### src/rtl/fifo_mem_sched.sv
// Access scheduler and pointer controller for the fifo_mem dual-port array.
// Optional almost_full output is enabled by defining FIFO_SCHED_AFULL_EN.
module fifo_mem_sched #(
  parameter int unsigned Data_Width   = 8,
  parameter int unsigned Addr_Width   = 4,
  parameter int unsigned AFULL_THRESH = 12
) (
  input  logic                  clk,
  input  logic                  rst,
  input  logic                  wr0_req,
  input  logic [Data_Width-1:0] wr0_data,
  output logic                  wr0_gnt,
  input  logic                  wr1_req,
  input  logic [Data_Width-1:0] wr1_data,
  output logic                  wr1_gnt,
  input  logic                  rd_req,
  output logic                  rd_gnt,
  output logic                  rd_valid,
  output logic [Data_Width-1:0] mem_w_data,
  output logic [Addr_Width-1:0] mem_w_addr,
  output logic [Addr_Width-1:0] mem_r_addr,
  output logic                  mem_wclken,
  output logic                  mem_rempty,
  output logic                  full,
  output logic                  empty,
  output logic [Addr_Width:0]   count
`ifdef FIFO_SCHED_AFULL_EN
  ,
  output logic                  almost_full
`endif
);

  localparam int unsigned DEPTH = 2 ** Addr_Width;
  localparam int unsigned CW    = Addr_Width + 1;

  localparam logic [1:0] PRIO_WR0 = 2'd0;
  localparam logic [1:0] PRIO_WR1 = 2'd1;
  localparam logic [1:0] PRIO_RD  = 2'd2;

  logic [1:0]            prio;
  logic [1:0]            prio_nxt;
  logic [Addr_Width-1:0] wptr;
  logic [Addr_Width-1:0] rptr;
  logic [CW-1:0]         count_nxt;
  logic                  elig_wr0;
  logic                  elig_wr1;
  logic                  elig_rd;
  logic                  wr_any;

  // Round-robin priority register
  always_ff @(posedge clk) begin
    if (rst) begin
      prio <= PRIO_WR0;
    end else begin
      prio <= prio_nxt;
    end
  end

  // Single grant per cycle: walk the ring from prio, first eligible wins
  always_comb begin
    wr0_gnt  = 1'b0;
    wr1_gnt  = 1'b0;
    rd_gnt   = 1'b0;
    prio_nxt = prio;
    elig_wr0 = wr0_req && !full;
    elig_wr1 = wr1_req && !full;
    elig_rd  = rd_req && !empty;

    if (!rst) begin
      case (prio)
        PRIO_WR1: begin
          if (elig_wr1)      wr1_gnt = 1'b1;
          else if (elig_rd)  rd_gnt  = 1'b1;
          else if (elig_wr0) wr0_gnt = 1'b1;
        end
        PRIO_RD: begin
          if (elig_rd)       rd_gnt  = 1'b1;
          else if (elig_wr0) wr0_gnt = 1'b1;
          else if (elig_wr1) wr1_gnt = 1'b1;
        end
        default: begin
          if (elig_wr0)      wr0_gnt = 1'b1;
          else if (elig_wr1) wr1_gnt = 1'b1;
          else if (elig_rd)  rd_gnt  = 1'b1;
        end
      endcase
    end

    if (wr0_gnt)      prio_nxt = PRIO_WR1;
    else if (wr1_gnt) prio_nxt = PRIO_RD;
    else if (rd_gnt)  prio_nxt = PRIO_WR0;
  end

  // Array-side strobes follow the grant of the current cycle
  always_comb begin
    wr_any     = wr0_gnt || wr1_gnt;
    mem_wclken = wr_any;
    mem_rempty = !rd_gnt;
    mem_w_addr = wptr;
    mem_r_addr = rptr;
    mem_w_data = '0;
    if (wr0_gnt)      mem_w_data = wr0_data;
    else if (wr1_gnt) mem_w_data = wr1_data;

    count_nxt = count;
    if (wr_any)      count_nxt = count + CW'(1);
    else if (rd_gnt) count_nxt = count - CW'(1);
  end

  // Pointers, occupancy and flags; flags are decoded from the next count so
  // they line up with the registered count
  always_ff @(posedge clk) begin
    if (rst) begin
      wptr     <= '0;
      rptr     <= '0;
      count    <= '0;
      full     <= 1'b0;
      empty    <= 1'b1;
      rd_valid <= 1'b0;
    end else begin
      if (wr_any) wptr <= wptr + Addr_Width'(1);
      if (rd_gnt) rptr <= rptr + Addr_Width'(1);
      count    <= count_nxt;
      full     <= (count_nxt == CW'(DEPTH));
      empty    <= (count_nxt == '0);
      rd_valid <= rd_gnt;
    end
  end

`ifdef FIFO_SCHED_AFULL_EN
  always_ff @(posedge clk) begin
    if (rst) begin
      almost_full <= 1'b0;
    end else begin
      almost_full <= (32'(count_nxt) >= AFULL_THRESH);
    end
  end
`else
  logic unused_afull_thresh;
  assign unused_afull_thresh = ^AFULL_THRESH;
`endif

endmodule

### config.mk
export PLATFORM = sky130hd
export DESIGN_NAME = fifo_mem_sched
export DESIGN_NICKNAME = d
export VERILOG_FILES = /design/src/rtl/fifo_mem_sched.sv
export SDC_FILE = /design/constraint.sdc
export NUM_CORES = 1
export LEC_CHECK = 0
export ABC_CLOCK_PERIOD_IN_PS = 3200
export CAP_MARGIN = 30
export CORE_MARGIN = 2
export CORE_UTILIZATION = 38
export CTS_BUF_LIST = sky130_fd_sc_hd__clkbuf_8
export DETAILED_ROUTE_END_ITERATION = 16
export GPL_ROUTABILITY_DRIVEN = 0
export HOLD_SLACK_MARGIN = 0.12
export PLACE_DENSITY_LB_ADDON = 0.1
export SLEW_MARGIN = 20
export SYNTH_ARGS = -nofsm -noshare
export SYNTH_HDL_FRONTEND = slang
export SYNTH_SLANG_ARGS = --single-unit
### constraint.sdc
create_clock -name clk -period 3.2 [get_ports clk]
set_clock_uncertainty 0.05 [all_clocks]
set_input_delay 0.96 -clock clk [delete_from_list [all_inputs] [get_ports clk]]
set_output_delay 0.96 -clock clk [all_outputs]
set_load 0.02 [all_outputs]
==> results.ini <==
[detailed_routing]
drcViolationCount=0
wl_mm=3.34
first_iter_violations=30
avgRoutedWirePerCell_um=14.4
ant_nets=0
num_vias=1171
vias_per_cell=5.05
dr.pass1.iters=4

[pwr]
power_frac_seq_pct=30.2
clock_power_share_pct=20.2
power_switching_share_pct=35.9
power_density_nw_per_um2=474
internal_power_uw=600
peakVddDrop_uv=421
p_comb_share_pct=49.6
p_switching_uw=337
p_leak_uw=0.000838

[setup_path]
cp.arrival_ps=2240
start_kind=input port
slowest_delay_ps=320
path_cells=buf_6 > nand2b_4 > a2111oi_4 > buf_4 > nor3_4 > buf_12 > a22o_4 > buf_6
path_class=in -> out
crit_family=buffers and inverters
cp.required_ps=2190
end_kind=output pin
crit_fanout=8
critPathSlowestCell=a2111oi_4
crit_path_frequent_cell=buf_6
critPathBufInv=4

[placed_design]
hpwlAfterDp_mm=2.42
io_buffers=49
post-place-ws_ps=-1080
place_area_um2=1830
dp_cells=226

[finish]
mostFrequentLayoutCell=clkdlybuf4s50_1
final_cells=232
multi_input_area_um2=798
nNetsFinal=229
regArea_um2=360
area_growth_pct=81.8
fillers=218
design_area_um2=1980
diodes=0
drive_gt1_share_pct=31.8
final_cell_mix=clkdlybuf4s50_1 (32), buf_4 (21), dfxtp_1 (18)

[status]
status=finished, violations left
violations=negative setup slack

[yosys]
synth_fp_nets=158
synth_cell_types=33
syn_inst=131
yosys_warnings=0
synth_top_area_share_pct=33.1
syn_area_um2=1090
synth_area_leaders=dfxtp_1 (33%), ha_1 (6.9%), a22o_1 (6.4%)
yosysTopAreaCell=dfxtp_1
syn_avg_cell_area_um2=8.31
synth_seq_cells=18
yosysSeqAreaShare_pct=33.1

[floorplanning]
core_area_um2=2730
dieArea_um2=3310
initial_core_util_pct=39.8
die_y_um=57.5
io_pins=50
fp.dieW_um=57.5
placementRows=19

[clocking]
tritoncts=built
path_clk_slew_ps=70
htreeDepth=1
clockBufferDepth=2
root_buffer=clkbuf_8
cts.sinks=18
cts_made_buffers=3
insertion_delay_ps=260

[timing]
rsz0062_at_grt=yes
final.setup.tns_ps=-385
hold_viol_final=0
worst_pin_slew_ps=289
min_period_over_period_pct=102
maxSlewHeadroom_pct=80.7
fin_ws_ps=-53.1
period_needed_ps=3250
setup_viol=8
drv_slew=0
fmax_mhz=307

[global_routing]
grt_pass1_vias=1186
grt_pass1_wl_mm=5.43
grt_use_total_pct=21.2
grt-ovfl-total=0
antenna_found_initial=0
grt_max_degree=14

[flow_run]
cap_violations=0

[min_path]
hp-class=reg -> reg

-- registers in the layout (all words and copies together) (netlist names) --
signal	flops
mem_r_addr	4
prio	2
mem_w_addr	4
full	1
count	5
rd_valid	1
empty	1
-- repair_timing --
action                     in CTS  in global routing
pin swaps                       4                  1
buffers inserted                4                  7
setup endpoints to repair      13                 13
hold buffers                    0                  0
resized for setup              76                 17
-- worst paths after layout --
check / cells past startpoint / end / slack (ps) / startpoint
worst max-delay path: 8 / mem_w_data[2] / -50 / wr1_req
worst min-delay path: 2 / mem_r_addr[3] / 440 / mem_r_addr[3]
worst max register to register: 12 / full / 600 / prio[1]
worst min register to register: 2 / mem_r_addr[3] / 440 / mem_r_addr[3]
-- layout make-up --
type | instances | share of cell area, %
repair buffers | 73 | 35.2
flip-flops and latches | 18 | 18.2
multi-input cells | 98 | 40.3
inverters | 8 | 1.52
clock buffers | 4 | 2.78
well taps | 31 | 1.96
-- kinds of logic (layout without fill, tap and decap cells) --
kind of cell | after synthesis | after routing | synth area share, %
DFF | 18 | 18 | 33.1
buffers and inverters | 15 | 85 | 5.86
muxes | 3 | 3 | 2.76
xor gates and xnor gates | 9 | 9 | 7.24
adders and majority gates | 6 | 6 | 6.90
AOI/OAI and AO/OA | 28 | 28 | 20.6
and+or+nand+nor | 52 | 52 | 23.6
-- power groups by stage --
stage,combinational (µW),sequential [µW],clock (µW)
2_1_floorplan,226,308,0
3_3_place_gp,418,284,0
3_5_place_dp,429,285,0
4_1_cts,453,283,193
5_1_grt,506,289,204
6_report,465,283,190
-- cells in the mapped netlist --
| cell | n |
|---|---|
| dfxtp_1 | 18 |
| nor2_1 | 17 |
| nand2_1 | 11 |
| a22o_1 | 8 |
| inv_1 | 8 |
| a21oi_1 | 6 |
| clkbuf_1 | 6 |
| ha_1 | 6 |
| nand2b_1 | 5 |
| xor2_1 | 5 |
| nand3_1 | 4 |
| nor3_1 | 4 |
| xnor2_1 | 4 |
| a31oi_1 | 3 |
| mux2i_1 | 3 |
| nor2b_1 | 3 |
| a211oi_1 | 2 |
| nand4_1 | 2 |
| nor3b_1 | 2 |
| a2111oi_4 | 1 |
| a211o_1 | 1 |
| a21boi_0 | 1 |
| a21oi_2 | 1 |
| a31o_2 | 1 |
| a32o_1 | 1 |
| and2_0 | 1 |
| buf_6 | 1 |
| nand4b_1 | 1 |
| nor3b_2 | 1 |
| o21ai_0 | 1 |
| o21bai_1 | 1 |
| o22ai_1 | 1 |
| or3_1 | 1 |
-- routing by layer --
layer / up-vias / track usage (%) / wire [µm]
met5: - / 0 / 0
met4: 0 / 6.98 / 46
met3: 4 / 3.85 / 143
met2: 27 / 38.6 / 1800
met1: 543 / 24.6 / 1350
li1: 597 / - / -
-- stage by stage --
step           total power [µW]  utilization (%)  hold slack (ps)
2_1_floorplan               534                -              411
3_3_place_gp                702             67.0              418
3_5_place_dp                714             67.0              430
4_1_cts                     929             70.9              444
5_1_grt                     998             72.4              466
6_report                    937             72.4              443
-- worst min-delay path, delay by kind of cell, from the launching register on --
family | cells | cell delay [ps]
DFF | 1 | 320
AOI/OAI and AO/OA | 2 | 130
No activity file was read; power rests on OpenSTA's default activity.
